===== src/rtl/pipe_register_pkg.sv =====
// Shared definitions for the pipe_register block: the legal stage-count
// range and the width of the occupancy counter.
package pipe_register_pkg;

  // Legal range for the number of register stages.
  localparam int MIN_DEPTH = 1;
  localparam int MAX_DEPTH = 8;

  // Bits needed to count from 0 up to and including depth entries.
  function automatic int count_width(input int depth);
    return $clog2(depth + 1);
  endfunction

  // True when depth is a stage count the block can be built with.
  function automatic bit depth_legal(input int depth);
    return (depth >= MIN_DEPTH) && (depth <= MAX_DEPTH);
  endfunction

endpackage : pipe_register_pkg


===== src/rtl/pipe_register_stage.sv =====
// One register slot of the pipe: a valid bit, a data word, and its link
// in the backward ready chain. A slot is ready when it is empty or when the
// slot after it is ready, so holes in the pipe are filled while the output
// is stalled.
module pipe_register_stage
  import pipe_register_pkg::*;
#(
  parameter int              WIDTH     = 32,
  parameter logic [WIDTH-1:0] RESET_VAL = '0
) (
  input  logic             clk,
  input  logic             rst,
  input  logic             flush,
  input  logic             up_valid,
  input  logic [WIDTH-1:0] up_data,
  input  logic             down_ready,
  output logic             ready,
  output logic             valid,
  output logic [WIDTH-1:0] data
);

  // Ready chain link: empty slots always take data, full ones only move on.
  assign ready = !valid || down_ready;

  // Valid bit: cleared by flush, otherwise follows upstream whenever the slot may move.
  always_ff @(posedge clk or negedge rst) begin
    // NOTE: clocked state uses non-blocking (<=) so every slot samples the pre-edge values of its neighbours.
    if (!rst) begin
      valid <= 1'b0;
    end else if (flush) begin
      valid <= 1'b0;
    end else if (ready) begin
      valid <= up_valid;
    end
  end

  // Data word: captured only when a real entry moves in, held otherwise (including on flush).
  always_ff @(posedge clk or negedge rst) begin
    // NOTE: these are ordinary flops, so they take RESET_VAL; a RAM-backed buffer would leave its contents unreset.
    if (!rst) begin
      data <= RESET_VAL;
    end else if (ready && up_valid && !flush) begin
      data <= up_data;
    end
  end

endmodule : pipe_register_stage


===== src/rtl/pipe_register.sv =====
// Valid/ready register pipeline of DEPTH slots with flush and an occupancy
// counter. Stage 0 faces the input, stage DEPTH-1 drives the output. Every
// output is taken from a flop, so nothing on the input side reaches
// out_valid/out_data within a cycle.
module pipe_register
  import pipe_register_pkg::*;
#(
  parameter int              WIDTH     = 32,
  parameter int              DEPTH     = 1,
  parameter logic [WIDTH-1:0] RESET_VAL = '0
) (
  input  logic                           clk,
  input  logic                           rst,
  input  logic                           flush,
  input  logic                           in_valid,
  output logic                           in_ready,
  input  logic [WIDTH-1:0]               in_data,
  output logic                           out_valid,
  input  logic                           out_ready,
  output logic [WIDTH-1:0]               out_data,
  output logic [count_width(DEPTH)-1:0]  count
);

  localparam int COUNT_W = count_width(DEPTH);

  // Refuse to build with an unsupported shape.
  if (!depth_legal(DEPTH)) begin : g_bad_depth
    $error("pipe_register: DEPTH=%0d outside %0d..%0d", DEPTH, MIN_DEPTH, MAX_DEPTH);
  end
  if (WIDTH < 1) begin : g_bad_width
    $error("pipe_register: WIDTH=%0d must be at least 1", WIDTH);
  end

  logic [DEPTH-1:0] v;
  logic [WIDTH-1:0] d [DEPTH];
  logic             in_xfer;
  logic             out_xfer;

  for (genvar i = 0; i < DEPTH; i++) begin : g_stage
    logic             up_valid;
    logic [WIDTH-1:0] up_data;
    logic             down_ready;
    logic             ready;

    // Upstream side: the input port for stage 0, the previous slot otherwise.
    if (i == 0) begin : g_head
      assign up_valid = in_valid;
      assign up_data  = in_data;
    end else begin : g_link
      assign up_valid = v[i-1];
      assign up_data  = d[i-1];
    end

    // Downstream side: the output port for the last stage, the next slot otherwise.
    // Each link is its own net so the chain never looks like a loop.
    if (i == DEPTH - 1) begin : g_tail
      assign down_ready = out_ready;
    end else begin : g_mid
      assign down_ready = g_stage[i+1].ready;
    end

    pipe_register_stage #(
      .WIDTH     (WIDTH),
      .RESET_VAL (RESET_VAL)
    ) u_stage (
      .clk        (clk),
      .rst        (rst),
      .flush      (flush),
      .up_valid   (up_valid),
      .up_data    (up_data),
      .down_ready (down_ready),
      .ready      (ready),
      .valid      (v[i]),
      .data       (d[i])
    );
  end

  // Flush blocks acceptance so an entry offered during a flush is never taken.
  assign in_ready  = g_stage[0].ready && !flush;
  assign out_valid = v[DEPTH-1];
  assign out_data  = d[DEPTH-1];

  assign in_xfer  = in_valid && in_ready;
  assign out_xfer = out_valid && out_ready;

  // Occupancy: entries only enter through in_xfer and leave through out_xfer or flush,
  // so this tracks the number of set valid bits exactly.
  always_ff @(posedge clk or negedge rst) begin
    if (!rst) begin
      count <= '0;
    end else if (flush) begin
      count <= '0;
    end else if (in_xfer && !out_xfer) begin
      count <= count + COUNT_W'(1);
    end else if (!in_xfer && out_xfer) begin
      count <= count - COUNT_W'(1);
    end
  end

endmodule : pipe_register


===== config.mk =====
export PLATFORM = sky130hd
export DESIGN_NAME = pipe_register
export DESIGN_NICKNAME = d
export VERILOG_FILES = /design/src/rtl/pipe_register_pkg.sv /design/src/rtl/pipe_register_stage.sv /design/src/rtl/pipe_register.sv
export SDC_FILE = /design/constraint.sdc
export NUM_CORES = 1
export LEC_CHECK = 0
export ABC_CLOCK_PERIOD_IN_PS = 2690
export CAP_MARGIN = 20
export CORE_ASPECT_RATIO = 1.4
export CORE_MARGIN = 5
export CORE_UTILIZATION = 41
export DETAILED_ROUTE_END_ITERATION = 6
export MAX_ROUTING_LAYER = met4
export PLACE_DENSITY = 0.85
export RECOVER_POWER = 100
export SLEW_MARGIN = 5
export SYNTH_ARGS = -nofsm -noshare
export SYNTH_HDL_FRONTEND = slang
export SYNTH_SLANG_ARGS = --single-unit

===== constraint.sdc =====
create_clock -name clk -period 2.69 [get_ports clk]
set_clock_uncertainty 0.05 [all_clocks]
set_input_delay 0.6725 -clock clk [delete_from_list [all_inputs] [get_ports clk]]
set_output_delay 0.6725 -clock clk [all_outputs]
set_load 0.05 [all_outputs]

* Word-level counts from Yosys, hierarchy flattened *
Index checks and enable logic that the tools add are counted.

word-level totals
  flip-flop bits (word level) = 34
  logic and storage cells = 24
  output and inout bits = 35
  bits of input ports = 37

cells by class
  multiplexer cells = 5
  add/sub/neg operators = 2
  reductions and logical operators = 14

operators by type and width
  cell                   number
  $logic_and A1 B1 Y1    7
  $mux W1                5
  $logic_not A1 Y1       4
  $reduce_bool A3 Y1     1
  $reduce_bool A2 Y1     1
  $add A1 B1 Y1 const B  1
  $logic_or A1 B1 Y1     1
  $sub A1 B1 Y1 const B  1

* Depth between registers and ports, before layout *
Gate-level depths: netlist of the first run.

  depth in word-level cells = 9
  depth in mapped cells = 4
  depth with buffers taken out = 3

* By module *
A second synthesis of the first run with hierarchy kept.

unflattened totals
  cells, all modules = 81
  area, all modules = 1331.3 um2

modules (own cells, without submodules)
  module               sequential area each (um2)  cells each  area each (um2)  times used
  pipe_register_stage  825.8                       73          1263.7           1
  pipe_register        25.0                        8           67.6             1

* Least setup slack after synthesis of the first run *
OpenSTA, ideal clock, no wires.

  path type = register -> output
  start point = register g_stage[0].u_stage.valid
  end point = output in_ready
  path buffers = 0
  data required time = 1.967 ns
  arrival = 1.431 ns
  slack = 0.536 ns
  cell stages (with the launch flop) = 3
  path through = dfrtp_1 nor2b_4 nor2_1

on the way
  longest elaborated chain between the ends = 3

RTL lines
  what                    RTL line                   text
  from (decl)             pipe_register_stage.sv:18  output logic valid,
  from (signal assigned)  pipe_register_stage.sv:33  valid <= up_valid;
  $logic_not A1 Y1        pipe_register_stage.sv:23  assign ready = !valid || down_ready;
  $logic_or A1 B1 Y1      pipe_register_stage.sv:23
  $logic_and A1 B1 Y1     pipe_register.sv:79        assign in_ready = g_stage[0].ready && !flush;
  to (decl)               pipe_register.sv:16        output logic in_ready,

Every way passes these cells.

* Worst setup path after layout of the first run *
  start point = input out_ready
  end point = output in_ready

on the way
  longest elaborated chain between the ends = 2

RTL lines
  what                 RTL line                   text
  from (decl)          pipe_register.sv:19        input logic out_ready,
  $logic_or A1 B1 Y1   pipe_register_stage.sv:23
  $logic_and A1 B1 Y1  pipe_register.sv:79

Every way passes these cells.

==> reports/summary.txt, run 1 <==
DIE WIDTH -> 58.0 µm
Worst Max-Slew Pin Slew -> 0.825 ns
Final Setup Violations -> 0
Sink Count -> 34
min cycle time layout -> 2.47 ns
Worst-path clk slew -> 0.06 ns
Antenna diodes -> 0
Final Power -> 1.69 mW
syn_nets -> 116
hold slack -> 0.449 ns
Worst Path Arrival -> 1.75 ns
power density over the cells -> 783 nW/µm²
Final ANT Viol Nets -> 0
first-pass GRT wire length -> 5160 µm
synthesized cell area -> 1320 µm²
Initial DRC Count -> 13
Crit Path Class -> primary input to primary output
# fillers -> 223
fin util -> 69.0%
setup TNS -> 0 ns
Initial DRT Pass Iterations -> 5
outcome -> completed
register area share after synthesis -> 64.5%
Worst Reg2Reg Path Length in Cells -> 4
flops & latches, synth -> 34
Die Y -> 77.1 µm
cells along the critical path -> clkdlybuf4s50_1 > nor2b_1 > nor2_1 > clkbuf_2
Slew Limit Headroom -> 45.0%
slowest cell delay on critical path -> 0.43 ns
Yosys warning count -> 0
pre-CTS WS -> 0.347 ns
library cells used by synthesis -> 11
Placed Area -> 2080 µm²
Clock Tree Buf Depth -> 2
vias in the first global route -> 1092
total clock buffers created by CTS -> 5
worst setup path end -> in_ready
reg2reg end -> g_stage[0].u_stage.data[1]
port bufs -> 71
number of vias per cell -> 4.88
most common cell after layout, fill and taps aside -> dlygate4sd3_1
P&R area growth vs syn -> 63.1%
CP Launch Type -> primary input
nets -> 193
Initial Util -> 42.3%
layout cells sized above 1 -> 28.0%
worst min-delay path class -> register to register
final std cells w/o fill -> 196
largest net degree at the start of global routing -> 35
DRC violations left -> 0
Worst path slowest cell -> clkdlybuf4s50_1
Final Instance Area -> 2150 µm²
RSZ-0062 raised after global routing -> false
WL/cell -> 16.2 µm
Hold Vio Cnt, Final -> 0
multi-input logic area -> 428 µm²
Tcrit/Tclk final -> 91.9%
CP startpoint -> out_ready
leakage power -> 0.907 nW
Root Driver -> clkbuf_8
flop2flop setup slack -> 0.68 ns
Vias -> 956
setup ws final -> 0.219 ns
Post-Route WL -> 3180 µm
CTS-repair resized insts -> 0
hold buffer count at cts -> 0
TritonCTS clock tree -> yes
Cells after DPL -> 188
Peak Freq -> 0.405 GHz
RePlAce Congestion -> 0.684
Die Area -> 4470 µm²
number of I/O pins -> 72
later-pin clock latency in the skew report -> 0.27 ns
Crit Reg-Reg Startpoint -> g_stage[0].u_stage.valid
total congestion overflow -> 0
H-tree depth -> 2
row count -> 24
postcts setup bufs -> 0
CP endpoint kind -> primary output
Synth Instances -> 79
most frequent cells in the layout -> dlygate4sd3_1 (36), dfrtp_1 (34), clkdlybuf4s50_1 (34)
Critical Path RT -> 1.97 ns
register area -> 851 µm²
CP Max Fanout -> 3
Detailed Place HPWL -> 2470 µm
Final Max Slew Viols -> 0
overall routing resource usage -> 15.9%
Max Cap Viol -> 0
Core Region -> 3120 µm²
initial antenna violation count -> 0
worst vdd ir -> 600 µV
Synth Area per Inst -> 16.7 µm²
how the worst min path moves through the flow:
stage,endpoint,slack (ns),depth (start not counted),from
final,g_stage[0].u_stage.data[0],0.45,1,g_stage[0].u_stage.data[0]
after CTS,g_stage[0].u_stage.data[0],0.46,1,g_stage[0].u_stage.data[0]
after global placement,g_stage[0].u_stage.data[28],0.44,1,g_stage[0].u_stage.data[28]
after detailed placement,g_stage[0].u_stage.data[0],0.44,1,g_stage[0].u_stage.data[0]
after global routing,g_stage[0].u_stage.data[21],0.47,1,g_stage[0].u_stage.data[21]
after floorplan,count,0.33,0,rst
layout make-up:
class | instances | share of cell area [%]
sequential | 34 | 39.5
timing repair buffer | 73 | 33.2
multi-input combinational | 42 | 19.9
clock buffer | 8 | 5.11
tap | 39 | 2.27
flip-flops by register name, indices dropped and copies added, names as in the netlist:
name	cells
count	1
g_stage.u_stage.valid	1
g_stage.u_stage.data	32
metal layers:
metal	wire, µm	global-route usage [%]	up-vias	part of all wire [%]
li1	-	-	436	-
met1	1130	16.6	462	35
met2	1720	26.5	50	54
met3	238	4.71	8	7.5
met4	93	8.35	0	2.9
met5	0	-	-	0
cell families (layout without fill, tap and decap cells):
kind of cell	Yosys count	after routing	share of synthesized area, %
flip-flops	34	34	64.5
AO/OA/AOI/OAI	2	2	0.948
buffers and inverters	3	81	2.56
AND/OR/NAND/NOR	8	8	4.74
multiplexers	32	32	27.3
critical path, delay by kind of cell:
| kind | cells | cell delay (ns) |
|---|---|---|
| AND/OR/NAND/NOR | 2 | 0.39 |
| buffers and inverters | 2 | 0.67 |
Yosys cell counts, drive strengths merged:
library cell   n  area (µm²)
dfrtp         34         851
mux2          32         360
buf            3        33.8
nor2           3        11.3
a21o           1        7.51
a21oi          1        5.00
nand2b         1        6.26
nand3          1        5.00
nand3b         1        7.51
nor2b          1        13.8
nor3b          1        18.8
report_power, final:
part	switching (mW)	leakage (nW)	internal, mW
combinational	0.402	0.448	0.226
clock	0.166	0.0575	0.258
sequential	0.0376	0.402	0.596
total	0.606	0.907	1.08
Power figures use the tool's default switching activity.
==> run 2, diff against run 1 <==
--- a/config.mk
+++ b/config.mk
@@ -11,6 +11,7 @@
 export CORE_MARGIN = 5
 export CORE_UTILIZATION = 41
 export DETAILED_ROUTE_END_ITERATION = 6
+export GPL_ROUTABILITY_DRIVEN = 0
 export MAX_ROUTING_LAYER = met4
 export PLACE_DENSITY = 0.85
 export RECOVER_POWER = 100
==> results of run 2 <==
Final layout, timing and power as in run 1 (identical DEF).
==> run 3, diff against run 2 <==
--- a/config.mk
+++ b/config.mk
@@ -14,7 +14,6 @@
 export GPL_ROUTABILITY_DRIVEN = 0
 export MAX_ROUTING_LAYER = met4
 export PLACE_DENSITY = 0.85
-export RECOVER_POWER = 100
 export SLEW_MARGIN = 5
 export SYNTH_ARGS = -nofsm -noshare
 export SYNTH_HDL_FRONTEND = slang
==> reports/summary.txt, run 3 (synthesized netlist as in run 1, its figures left out) <==
Final Setup Violations -> 0 (unchanged)
Root Driver -> clkbuf_8
Initial Util -> 42.3% (unchanged)
Hold Vio Cnt, Final -> 0 (unchanged)
Worst Max-Slew Pin Slew -> 0.527 ns (-0.298 ns)
number of I/O pins -> 72 (unchanged)
postcts setup bufs -> 0 (unchanged)
hold buffer count at cts -> 0 (unchanged)
Internal -> 1.12 mW (+3.6%)
vias in the first global route -> 1092 (unchanged)
Post-Route WL -> 3160 µm (-0.41%)
power density over the cells -> 789 nW/µm² (+0.75%)
Top Family by Delay on Critical Path -> buffers and inverters
Max Cap Viol -> 0 (unchanged)
Peak Freq -> 0.426 GHz (+5.2%)
Tcrit/Tclk final -> 87.3% (-4.5 points)
CP Max Fanout -> 3 (unchanged)
Clock Tree Buf Depth -> 2 (unchanged)
initial antenna violation count -> 0 (unchanged)
most common cell after layout, fill and taps aside -> clkdlybuf4s50_1
worst path buffer plus inverter count -> 2 (unchanged)
H-tree depth -> 2 (unchanged)
Detailed Place HPWL -> 2470 µm (unchanged)
cells along the critical path -> clkdlybuf4s50_1 > nor2b_4 > nor2_1 > buf_12
Worst path slowest cell -> clkdlybuf4s50_1
P&R area growth vs syn -> 66.2%
Initial DRC Count -> 18 (+5)
P_sw -> 0.611 mW (+0.95%)
slowest cell delay on critical path -> 0.54 ns (+0.11 ns)
later-pin clock latency in the skew report -> 0.27 ns (about the same)
Crit Path Class -> primary input to primary output
Sink Count -> 34 (unchanged)
max reg flops -> 32 (unchanged)
min cycle time layout -> 2.35 ns (-0.122 ns)
first-pass GRT wire length -> 5160 µm (unchanged)
most frequent cells in the layout -> clkdlybuf4s50_1 (70), dfrtp_1 (34), mux2_2 (32)
layout cells sized above 1 -> 28.7% (+0.64 points)
Vias -> 955 (-0.10%)
DIE WIDTH -> 58.0 µm (unchanged)
port bufs -> 71 (unchanged)
outcome -> completed
Worst-path clk slew -> 0.06 ns (about the same)
Crit Reg-Reg Startpoint -> g_stage[0].u_stage.valid
Top reg by flops -> g_stage.u_stage.data
Hold Startpoint -> g_stage[0].u_stage.data[2]
Clk network pwr share -> 24.5% (-0.7 points)
worst min-delay path class -> register to register
Slew Limit Headroom -> 64.8% (+20 points)
worst vdd ir -> 608 µV (+1.3%)
Initial DRT Pass Iterations -> 4 (-1)
CP Launch Type -> primary input
number of vias per cell -> 4.87 (-0.10%)
Die Y -> 77.1 µm (unchanged)
total clock buffers created by CTS -> 5 (unchanged)
overall routing resource usage -> 15.9% (unchanged)
nets -> 193 (unchanged)
sequential share of power -> 36.9% (-0.7 points)
CP startpoint -> out_ready
pre-CTS WS -> 0.347 ns (unchanged)
setup ws final -> 0.341 ns (+0.122 ns)
biggest regs -> g_stage.u_stage.data x32, count x1, g_stage.u_stage.valid x1
total congestion overflow -> 0 (unchanged)
leakage power -> 0.903 nW (-0.50%)
Antenna diodes -> 0 (unchanged)
Final ANT Viol Nets -> 0 (unchanged)
Worst Path Arrival -> 1.63 ns (-0.12 ns)
Final Max Slew Viols -> 0 (unchanged)
fin util -> 70.2% (+1.3 points)
largest net degree at the start of global routing -> 35 (unchanged)
Core Region -> 3120 µm² (unchanged)
WL/cell -> 16.1 µm (-0.41%)
switching part of the total -> 35.3% (-0.59 points)
DRC violations left -> 0 (unchanged)
Die Area -> 4470 µm² (unchanged)
# fillers -> 219 (-1.8%)
setup TNS -> 0 ns (unchanged)
RSZ-0062 raised after global routing -> false
CP endpoint kind -> primary output
TritonCTS clock tree -> yes
Comb pwr share -> 38.6% (+1.3 points)
CTS-repair resized insts -> 0 (unchanged)
Critical Path RT -> 1.97 ns (about the same)
row count -> 24 (unchanged)
-- run 3: cell count changes in the layout (fill, tap and decap cells not counted), sizes merged --
| cell | before | now |
|---|---|---|
| clkdlybuf4s50 | 34 | 70 |
| dlygate4sd3 | 36 | 0 |
| buf | 0 | 3 |
| clkbuf | 11 | 8 |
-- run 3: per-layer routing --
metal,wire [µm],up-vias,track usage [%],part of all wire (%)
li1,-,431,-,-
met1,1110,461,16.6,35
met2,1730,55,26.5,55
met3,233,8,4.71,7.4
met4,90,0,8.35,2.8
met5,0,-,-,0
-- run 3: power groups by stage --
stage	Clock (mW)	Sequential [mW]	Combinational [mW]
6_report	0.424	0.638	0.668
4_1_cts	0.441	0.639	0.675
2_1_floorplan	0	0.948	0.104
3_5_place_dp	0	0.649	0.673
5_1_grt	0.472	0.650	0.692
3_3_place_gp	0	0.643	0.664
-- run 3: layout make-up --
class                           count  area (µm²)  area share, %
Clock buffer                        8         110           5.02
Multi-Input combinational cell     42         435           19.9
Sequential cell                    34         851           38.8
Tap cell                           39        48.8           2.22
Timing Repair Buffer               73         748           34.1
-- run 3: metrics by stage --
step	hold slack [ns]	total power, mW	std cells	cell area, µm²
4_1_cts	0.459	1.75	196	2190
5_1_grt	0.477	1.81	196	2190
3_5_place_dp	0.444	1.32	188	2080
6_report	0.455	1.73	196	2190
3_3_place_gp	0.438	1.31	188	2080
2_1_floorplan	0.327	1.05	79	1320
-- run 3: final timing paths --
check / endpoint / slack (ns) / cells after the start
worst min-delay path: g_stage[0].u_stage.data[2] / 0.46 / 1
max in group asynchronous: g_stage[0].u_stage.data[6] / 1.50 / 2
min in group asynchronous: g_stage[0].u_stage.data[19] / 0.79 / 2
worst max register to register: g_stage[0].u_stage.data[1] / 1.14 / 4
worst min register to register: g_stage[0].u_stage.data[2] / 0.46 / 1
worst max-delay path: in_ready / 0.34 / 4
